===== src/rtl/alg_amba_vip_channel_sink_if.sv =====
// Valid/id/data/ready beat channel between the shaper (master) and the sink (slave).
interface alg_amba_vip_channel_sink_if #(
   parameter int DATA_WIDTH = 128,
   parameter int ID_WIDTH   = 5
) ();

   logic                  s_valid;
   logic [ID_WIDTH-1:0]   s_id;
   logic [DATA_WIDTH-1:0] s_data;
   logic                  s_ready;

   modport master (output s_valid, output s_id, output s_data, input s_ready);
   modport slave  (input s_valid, input s_id, input s_data, output s_ready);

endinterface


===== src/rtl/alg_amba_vip_channel_sink.sv =====
// Receive-side endpoint of a shaped VIP channel: LFSR-driven backpressure,
// per-ID in-order sequence checking, protocol stability checking, an
// inactivity timeout and saturating statistics with sticky error capture.
// The sequence table is built from flops, so a table write on one beat is
// already visible to a same-ID beat in the very next cycle without a bubble.
module alg_amba_vip_channel_sink #(
   parameter int DATA_WIDTH = 128,
   parameter int ID_WIDTH   = 5,
   parameter int ID_START   = 0,
   parameter int ID_END     = 31,
   parameter int TIMEOUT_W  = 16
) (
   input  logic                 clk,
   input  logic                 resetn,
   input  logic                 clear,
   input  logic [15:0]          seed,
   input  logic                 seed_rst,
   input  logic [7:0]           stall_proba,
   input  logic [31:0]          expected_beats,
   input  logic [TIMEOUT_W-1:0] timeout,
   alg_amba_vip_channel_sink_if.slave s,
   output logic [31:0]          stats_nbbeat,
   output logic [31:0]          stats_nberror,
   output logic                 err_flag,
   output logic [ID_WIDTH-1:0]  err_first_id,
   output logic [15:0]          err_first_seq,
   output logic                 proto_err,
   output logic                 timeout_err,
   output logic                 done
);

   localparam int          NUM_IDS   = 1 << ID_WIDTH;
   localparam logic [15:0] LFSR_INIT = 16'hACE1;
   localparam logic [15:0] LFSR_TAPS = 16'hB400;

   logic [15:0]           lfsr;
   logic [15:0]           exp_seq [NUM_IDS];
   logic [TIMEOUT_W-1:0]  timer;
   logic [TIMEOUT_W-1:0]  timer_next;
   logic                  stall_q;
   logic [ID_WIDTH-1:0]   id_q;
   logic [DATA_WIDTH-1:0] data_q;
   logic                  hs;
   logic                  id_illegal;
   logic                  hdr_mismatch;
   logic                  seq_mismatch;
   logic                  beat_err;

   assign s.s_ready    = ~(lfsr[7:0] < stall_proba);
   assign hs           = s.s_valid & s.s_ready;
   assign done         = (stats_nbbeat == expected_beats);

   assign id_illegal   = (int'(s.s_id) < ID_START) || (int'(s.s_id) > ID_END);
   assign hdr_mismatch = (s.s_data[23:16] != 8'(s.s_id));
   assign seq_mismatch = (s.s_data[15:0] != exp_seq[s.s_id]);
   assign beat_err     = id_illegal | hdr_mismatch | seq_mismatch;

   // Galois LFSR for backpressure; a zero seed would lock up, so it falls back to the default
   always_ff @(posedge clk or negedge resetn) begin
      if (!resetn) begin
         lfsr <= LFSR_INIT;
      end else if (seed_rst) begin
         lfsr <= (seed == 16'h0000) ? LFSR_INIT : seed;
      end else begin
         lfsr <= {1'b0, lfsr[15:1]} ^ (lfsr[0] ? LFSR_TAPS : 16'h0000);
      end
   end

   // Beat accounting: statistics, sequence table resync and first-error capture; clear beats any handshake
   always_ff @(posedge clk or negedge resetn) begin
      if (!resetn) begin
         stats_nbbeat  <= '0;
         stats_nberror <= '0;
         err_flag      <= 1'b0;
         err_first_id  <= '0;
         err_first_seq <= '0;
         for (int k = 0; k < NUM_IDS; k++) exp_seq[k] <= '0;
      end else if (clear) begin
         stats_nbbeat  <= '0;
         stats_nberror <= '0;
         err_flag      <= 1'b0;
         err_first_id  <= '0;
         err_first_seq <= '0;
         for (int k = 0; k < NUM_IDS; k++) exp_seq[k] <= '0;
      end else if (hs) begin
         if (stats_nbbeat != '1) stats_nbbeat <= stats_nbbeat + 32'd1;
         if (beat_err) begin
            if (stats_nberror != '1) stats_nberror <= stats_nberror + 32'd1;
            if (!err_flag) begin
               err_flag      <= 1'b1;
               err_first_id  <= s.s_id;
               err_first_seq <= s.s_data[15:0];
            end
         end
         if (!id_illegal) exp_seq[s.s_id] <= s.s_data[15:0] + 16'd1;
      end
   end

   // A stalled beat must stay valid with identical id and payload on the following cycle
   always_ff @(posedge clk or negedge resetn) begin
      if (!resetn) begin
         stall_q   <= 1'b0;
         id_q      <= '0;
         data_q    <= '0;
         proto_err <= 1'b0;
      end else begin
         stall_q <= s.s_valid & ~s.s_ready;
         id_q    <= s.s_id;
         data_q  <= s.s_data;
         if (clear) begin
            proto_err <= 1'b0;
         end else if (stall_q && (!s.s_valid || (s.s_id != id_q) || (s.s_data != data_q))) begin
            proto_err <= 1'b1;
         end
      end
   end

   // Next inactivity count: restarts on traffic, clear or completion, otherwise saturates upward
   always_comb begin
      timer_next = timer;
      if (hs || clear || done) begin
         timer_next = '0;
      end else if (timer != '1) begin
         timer_next = timer + 1'b1;
      end
   end

   // Inactivity timer; the flag rises on the same edge the count reaches the limit
   always_ff @(posedge clk or negedge resetn) begin
      if (!resetn) begin
         timer       <= '0;
         timeout_err <= 1'b0;
      end else begin
         timer <= timer_next;
         if (clear) begin
            timeout_err <= 1'b0;
         end else if ((timeout != '0) && (timer_next == timeout)) begin
            timeout_err <= 1'b1;
         end
      end
   end

endmodule


===== src/flat_wrapper.sv =====
// flat-port wrapper written by rule: the top's interface ports become plain ports
module alg_amba_vip_channel_sink_flat 
#(
   parameter int DATA_WIDTH = 128,
   parameter int ID_WIDTH   = 5,
   parameter int ID_START   = 0,
   parameter int ID_END     = 31,
   parameter int TIMEOUT_W  = 16
)
  (clk, resetn, clear, seed, seed_rst, stall_proba, expected_beats, timeout, stats_nbbeat, stats_nberror, err_flag, err_first_id, err_first_seq, proto_err, timeout_err, done, s_s_valid, s_s_id, s_s_data, s_s_ready);
  alg_amba_vip_channel_sink_if #(.DATA_WIDTH(DATA_WIDTH), .ID_WIDTH(ID_WIDTH)) s_i ();
  input  logic clk;
  input  logic resetn;
  input  logic clear;
  input  logic [15:0] seed;
  input  logic seed_rst;
  input  logic [7:0] stall_proba;
  input  logic [31:0] expected_beats;
  input  logic [TIMEOUT_W-1:0] timeout;
  output logic [31:0] stats_nbbeat;
  output logic [31:0] stats_nberror;
  output logic err_flag;
  output logic [ID_WIDTH-1:0] err_first_id;
  output logic [15:0] err_first_seq;
  output logic proto_err;
  output logic timeout_err;
  output logic done;
  input wire logic [$bits(s_i.s_valid)-1:0] s_s_valid;
  input wire logic [$bits(s_i.s_id)-1:0] s_s_id;
  input wire logic [$bits(s_i.s_data)-1:0] s_s_data;
  output wire logic [$bits(s_i.s_ready)-1:0] s_s_ready;
  assign s_i.s_valid = s_s_valid;
  assign s_i.s_id = s_s_id;
  assign s_i.s_data = s_s_data;
  assign s_s_ready = s_i.s_ready;
  alg_amba_vip_channel_sink #(.DATA_WIDTH(DATA_WIDTH), .ID_WIDTH(ID_WIDTH), .ID_START(ID_START), .ID_END(ID_END), .TIMEOUT_W(TIMEOUT_W)) u_core (.clk(clk), .resetn(resetn), .clear(clear), .seed(seed), .seed_rst(seed_rst), .stall_proba(stall_proba), .expected_beats(expected_beats), .timeout(timeout), .s(s_i), .stats_nbbeat(stats_nbbeat), .stats_nberror(stats_nberror), .err_flag(err_flag), .err_first_id(err_first_id), .err_first_seq(err_first_seq), .proto_err(proto_err), .timeout_err(timeout_err), .done(done));
endmodule

===== config.mk =====
export PLATFORM = sky130hd
export DESIGN_NAME = alg_amba_vip_channel_sink_flat
export DESIGN_NICKNAME = d
export VERILOG_FILES = /design/src/rtl/alg_amba_vip_channel_sink_if.sv /design/src/rtl/alg_amba_vip_channel_sink.sv /design/src/flat_wrapper.sv
export SDC_FILE = /design/constraint.sdc
export NUM_CORES = 2
export LEC_CHECK = 0
export BUFFER_PORTS_ARGS = -buffer_cell sky130_fd_sc_hd__buf_2
export CAP_MARGIN = 20
export CORE_ASPECT_RATIO = 1.75
export CORE_MARGIN = 2
export CORE_UTILIZATION = 25
export DETAILED_ROUTE_END_ITERATION = 8
export GPL_TIMING_DRIVEN = 0
export PLACE_DENSITY = 0.46
export REMOVE_ABC_BUFFERS = 1
export SLEW_MARGIN = 30
export SYNTH_ARGS = -nofsm -noshare
export SYNTH_HDL_FRONTEND = slang
export SYNTH_SLANG_ARGS = --single-unit

===== constraint.sdc =====
create_clock -name clk -period 2.8 [get_ports clk]
set_input_delay 0.14 -clock clk [delete_from_list [all_inputs] [get_ports clk]]
set_output_delay 0.14 -clock clk [all_outputs]
set_load 0.01 [all_outputs]

# ---- After elaboration in Yosys (flattened, before gate mapping)
# Cells that the tools add are included.
dict set report word_totals {
  ff_bits 766
  output_inout_bits 90
  wordCells 122
}
dict set report classes {
  addsub 4
  n_lt_le_gt_ge 3
  eq_ne 10
  muxes 35
  bitwise 6
  reduce_logical 20
}
# operator count
set ops {}
lappend ops {{512-bit 2-to-1 mux} 2}
lappend ops {{512-bit bitwise mux} 1}
lappend ops {{32-bit 2-to-1 mux} 7}
lappend ops {{16-bit 2-to-1 mux} 12}
lappend ops {{128-bit != test} 1}
lappend ops {{16-bit binary-select mux with 5-bit select} 1}
lappend ops {{16-bit demux with 5-bit select} 1}
lappend ops {{32-bit by 1-bit adder with 32-bit output, second input constant} 2}
lappend ops {{32-bit != test, second input constant} 2}
lappend ops {{16-bit by 1-bit adder with 16-bit output, second input constant} 2}
lappend ops {{32-bit == test} 1}
lappend ops {{5-bit 2-to-1 mux} 4}
lappend ops {{16-bit == test} 1}
lappend ops {{16-bit logical NOT} 1}
lappend ops {{16-bit != test} 1}
lappend ops {{16-bit != test, second input constant} 1}
lappend ops {{16-bit nonzero test} 1}
lappend ops {{15-bit by 16-bit bitwise XOR with 16-bit output} 1}
lappend ops {{2-bit nonzero test} 6}
lappend ops {{8-bit < comparator} 1}
lappend ops {{8-bit by 5-bit != test with 1-bit output} 1}
lappend ops {{1-bit 2-to-1 mux} 7}
lappend ops {{6-bit >= comparator, second input constant} 1}
lappend ops {{6-bit by 1-bit < comparator with 1-bit output, second input constant} 1}
lappend ops {{11 further kinds} 19}

# ---- Logic depth before layout (Yosys ltp)
dict set report depth {
  depth_word 10
  ltp_mapped 16
}

# ---- Worst setup path before layout
# OpenSTA, ideal clock, no wires.
dict set report synth_timing {
  path_type {input to register}
  start {in s_s_id[1]}
  end {reg u_core.stats_nberror[22]}
  arrival_time_ps 2683
  required_ps 2679
  setup_slack_ps -4
  path_stages 13
  path_buffers 6
  cell_sequence {buf_4 -> buf_4 -> buf_4 -> buf_2 -> buf_2 -> mux4_2 -> a22oi_1 -> nand4_1 -> xnor2_1 -> nor3_2 -> clkbuf_1 -> a31oi_1 -> o22a_1}
}
dict set report synth_via {
  elab_chain_cells 8
  word_cells_on_any_way 9
  cone_classes {eq/ne: 2; mux: 3; bitwise: 2; reduce/logical: 2}
}
# element line
set synth_lines {}
lappend synth_lines {{start, declared} flat_wrapper.sv:29} ;# input wire logic [$bits(s_i.s_id)-1:0] s_s_id;
lappend synth_lines {{5-bit inverter with 6-bit output (not written as such)} alg_amba_vip_channel_sink.sv:55} ;# assign seq_mismatch = (s.s_data[15:0] != exp_seq[s.s_id]);
lappend synth_lines {{16-bit binary-select mux with 5-bit select} alg_amba_vip_channel_sink.sv:55}
lappend synth_lines {{16-bit 2-to-1 mux (not written as such) (2 in a row)} alg_amba_vip_channel_sink.sv:55}
lappend synth_lines {{16-bit != test} alg_amba_vip_channel_sink.sv:55}
lappend synth_lines {{1-bit bitwise OR *} alg_amba_vip_channel_sink.sv:56} ;# assign beat_err = id_illegal | hdr_mismatch | seq_mismatch;
lappend synth_lines {{2-bit nonzero test (no source line) *} --}
lappend synth_lines {{3-bit AND reduction (no source line) *} --}
lappend synth_lines {{end signal, assigned} alg_amba_vip_channel_sink.sv:88} ;# if (stats_nberror != '1) stats_nberror <= stats_nberror + 32'd1;
lappend synth_lines {{end, declared} alg_amba_vip_channel_sink.sv:23} ;# output logic [31:0] stats_nberror,
# Every way passes the cells marked *; elsewhere a longest branch is shown, timed or not. The select of a mux whose other input is x is not followed.
# A chain may end at the register's enable or synchronous reset.

# ---- Final worst setup path
dict set report layout_timing {
  start {reg u_core.exp_seq[134] in the netlist's numbering}
  end {reg u_core.stats_nberror[14]}
}
dict set report layout_via {
  elab_chain_cells 7
}
# element line
set layout_lines {}
lappend layout_lines {{start, declared} alg_amba_vip_channel_sink.sv:37} ;# logic [15:0] exp_seq [NUM_IDS];
lappend layout_lines {{start signal, assigned by index} alg_amba_vip_channel_sink.sv:95} ;# if (!id_illegal) exp_seq[s.s_id] <= s.s_data[15:0] + 16'd1;
lappend layout_lines {{16-bit binary-select mux with 5-bit select} alg_amba_vip_channel_sink.sv:55}
lappend layout_lines {{16-bit 2-to-1 mux (not written as such) (2 in a row)} alg_amba_vip_channel_sink.sv:55}
lappend layout_lines {{16-bit != test} alg_amba_vip_channel_sink.sv:55}
lappend layout_lines {{1-bit bitwise OR} alg_amba_vip_channel_sink.sv:56}
lappend layout_lines {{2-bit nonzero test (no source line)} --}
lappend layout_lines {{3-bit AND reduction (no source line)} --}
# No other way between the ends. The select of a mux whose other input is x is not followed.

==> flow_summary_export.csv <==
group,metric,value,unit
outcome,status,"finished with violations",
outcome,violations,"setup timing",
cts,clkSinkCount,766,
cells_and_area,drive_above_1_share,25.79,%
worst_setup_path,required,3.34,ns
timing,relSlewSlack,38.03,%
yosys,syn_inst,3368,
global_route,grtUsageTotal,20.11,%
route,first_iter_violations,2214,
die,dieArea,142800,um^2
timing,worst_pin_slew,0.9265,ns
route,via_per_inst,5.135,
route,dr_total_vias,29796,
timing,hold_viol_final,0,
yosys,syn_area,34930,um^2
timing,fin_worst_skew,0.03259,ns
timing,finalCriticalPeriod,3.065,ns
global_route,grt_max_degree,115,
placement,port_buffers,299,
global_route,met1_usage,21.36,%
placement,placedCellCount,5346,
pwr,power,24.85,mW
route,post-route-drc-count,0,
yosys,synth.area.top_cells,"dfrtp_1 54%, o21ai_0 6.4%, nand2_1 5.6%",
cts,insertion_delay,0.67,ns
worst_setup_path,cpMaxStageDelayCell,"mux2i_2",
worst_setup_path,startpoint_type,"flop",
global_route,grt_use_met3,3.030,%
yosys,synth_top_cell_by_area,"dfrtp_1",
yosys,yosysWarnings,0,
timing,final.setup.worst_slack,-0.2653,ns
yosys,synth_edf_count,0,
worst_setup_path,worstPathArrival,3.60,ns
cells_and_area,finalCoreUtilization,34.21,%
route,ant_nets,0,
cells_and_area,final_nets,4135,
worst_setup_path,path_cells,"mux2i_2 -> o22ai_1 -> nor4_1 -> a21oi_1 -> nor4_1 -> and4_4 -> and3_4 -> buf_12 -> clkbuf_16 -> o211ai_1",
global_route,antenna_found_initial,6,
die,core,138800,um^2
cells_and_area,finalNonFillerCells,5803,
yosys,ys_seq_area_share,54.91,%
yosys,yosysMostFrequentCell,"dfrtp_1",
global_route,grt_busiest_layer,"met2",
route,finalWirelength,149500,um
pwr,peakVddDrop,376.3,uV
cts,cts_buffers,71,
cts,cts-htree-levels,3,
timing,rsz0062_at_grt,"yes",
global_route,grt-ovfl-total,0,
cells_and_area,syn_to_final_growth,35.97,%
global_route,first_global_vias,30387,
worst_setup_path,cp-end-kind,"flop",
yosys,synth-seq-cells,766,
yosys,synth_commonest_cells,"758 x dfrtp_1, 523 x nand2_1, 444 x o21ai_0",
worst_setup_path,crit_fanout,5,
worst_setup_path,crit_type,"flop to flop",
yosys,syn_area_per_cell,10.37,um^2
cts,root_buffer,"clkbuf_16",
timing,finalCritPeriodShare,109.5,%
yosys,synth_ff_type,"dfrtp_1",
die,die_y,498.5,um
min_path,holdCritPathClass,"input port to flop",
placement,hpwl,100800,um
global_route,use_met2,35.76,%
die,io_pins,300,
route,dr.pass1.iters,5,
yosys,ys_types,69,
cells_and_area,final_cell_area,47490,um^2
cts,cts.path.max_buffers,3,
timing,setup_viol,68,
pwr,p_leak,20.50,nW
die,fp-row-count,181,
yosys,synth_top_area_share,54.30,%
placement,place_congestion,0.8930,
global_route,grt_first_pass_wirelength,212300,um
timing,max_freq,326.2,MHz
die,initial_utilization,25.16,%
route,wl_per_cell,25.75,um
placement,dpl_cell_area,39430,um^2
pwr,p_per_area,523.2,nW/um^2
yosys,async_flop_share,100.0,%
worst_setup_path,slowest_delay,0.52,ns
die,die_width,286.6,um
run,cap_violations,0,
worst_setup_path,cpMostUsedCell,"nor4_1",
cts,cts_tree,"yes",
timing,drv_slew,0,
cts,path_clk_slew,0.07,ns
==> path summary, 6_finish.rpt <==
check | end | cells after the start | startpoint | slack (ns)
max in group asynchronous | u_core.data_q[68]$_DFF_PN0_ | 6 | resetn | 0.53
hold reg to reg | u_core.exp_seq[136]$_DFFE_PN0P_ | 2 | u_core.exp_seq[136]$_DFFE_PN0P_ | 0.48
setup / recovery | u_core.stats_nberror[14]$_DFFE_PN0P_ | 10 | u_core.exp_seq[134]$_DFFE_PN0P_ | -0.27
setup reg to reg | u_core.stats_nberror[14]$_DFFE_PN0P_ | 10 | u_core.exp_seq[134]$_DFFE_PN0P_ | -0.27
hold / removal | u_core.timeout_err$_DFFE_PN0P_ | 4 | timeout[11] | 0.04
min in group asynchronous | u_core.lfsr[0]$_DFF_PN1_ | 2 | resetn | 0.06
==> cell families (layout without fill, tap and decap cells) <==
logic type / Yosys count / count (layout) / synth area share (%)
XOR/XNOR: 171 / 171 / 4.288
buffers and inverters: 349 / 948 / 4.270
AO/OA/AOI/OAI: 849 / 853 / 14.95
other: 0 / 2 / 0
flip-flops: 766 / 766 / 54.91
multiplexers: 234 / 234 / 7.877
AND/OR/NAND/NOR: 988 / 988 / 13.32
adder cells (fa/ha/maj): 11 / 11 / 0.3940
==> registers in the layout, summed over array words and instances, names as in the netlist <==
| name | flops |
|---|---|
| u_core.exp_seq | 512 |
| u_core.data_q | 128 |
| u_core.stats_nbbeat | 32 |
| u_core.stats_nberror | 32 |
| u_core.err_first_seq | 16 |
| u_core.lfsr | 16 |
| u_core.timer | 16 |
| u_core.err_first_id | 5 |
| u_core.id_q | 5 |
| u_core.err_flag | 1 |
| u_core.proto_err | 1 |
| u_core.stall_q | 1 |
| u_core.timeout_err | 1 |
==> critical path: cells and delay by family, from the launching register on <==
| family | cells | cell delay, ns |
|---|---|---|
| mux | 1 | 0.52 |
| simple gates | 4 | 1.37 |
| compound gates | 3 | 0.36 |
| flops | 1 | 0.39 |
| buf+inv | 2 | 0.31 |
==> layout make-up <==
| cell class | instances | area (um^2) |
|---|---|---|
| timing repair buffer | 697 | 6711 |
| multi-input combinational | 2257 | 16400 |
| clock inverter | 30 | 299.0 |
| inverter | 121 | 457.9 |
| clock buffer | 100 | 2141 |
| antenna | 2 | 5.005 |
| fill | 13913 | 91330 |
| tap | 1830 | 2290 |
| sequential | 766 | 19180 |
==> layer usage <==
metal / routed length, um / part of all wire (%)
met5: 33 / 0.022
met1: 52870 / 35
met3: 7895 / 5.3
met2: 75490 / 51
met4: 13160 / 8.8
==> metrics by stage <==
step           hold slack, ns  worst slack, ns  setup TNS (ns)
5_1_grt               0.03746          -0.2918          -22.72
3_5_place_dp          0.07316           -2.339         -704.97
4_1_cts              0.005058          -0.1976          -7.571
3_3_place_gp           0.2648           -15.89               -
6_report              0.03861          -0.2653          -11.98
2_1_floorplan         -0.1556           -1.281         -140.06
==> what timing repair did <==
action / 4_1_cts / 5_1_grt
setup endpoints to repair: 616 / 427
hold endpoints to repair: 417 / 0
setup buffers: 76 / 46
hold buffers: 173 / 0
resized for setup: 174 / 273
cloned: 18 / 13
pin swaps: 54 / 104
==> power breakdown <==
part | internal [mW] | leakage [nW] | switching, mW
combinational | 1.20 | 8.97 | 1.85
sequential | 11.3 | 10.3 | 0.113
clock | 5.75 | 1.20 | 4.67
==> cells in the final DEF (no fill, tap or decap), types with 13 or more instances in the layout <==
| cell type | n |
|---|---|
| o21ai_0 | 352 |
| buf_12 | 47 |
| mux2i_2 | 28 |
| dlygate4sd3_1 | 170 |
| buf_4 | 84 |
| mux2i_1 | 161 |
| clkbuf_8 | 17 |
| a21oi_4 | 33 |
| nand4_1 | 75 |
| clkbuf_16 | 86 |
| nor2_1 | 79 |
| o32ai_2 | 13 |
| o22ai_1 | 102 |
| xnor2_1 | 65 |
| nand3_1 | 63 |
| nor4_1 | 45 |
| clkinv_2 | 16 |
| o211ai_1 | 16 |
| o21ai_1 | 77 |
| buf_6 | 46 |
| nand2_1 | 463 |
| nor4_2 | 17 |
| buf_16 | 29 |
| buf_8 | 13 |
| or3_1 | 25 |
| buf_2 | 291 |
| nand2_2 | 52 |
| o22ai_2 | 14 |
| o21ai_2 | 15 |
| inv_1 | 118 |
| xor2_1 | 94 |
| a22o_1 | 89 |
| dfrtp_1 | 753 |
| a21oi_1 | 16 |
| mux4_2 | 32 |
| o2bb2ai_1 | 16 |
| and3_1 | 28 |
(Power assumes the default switching activity.)
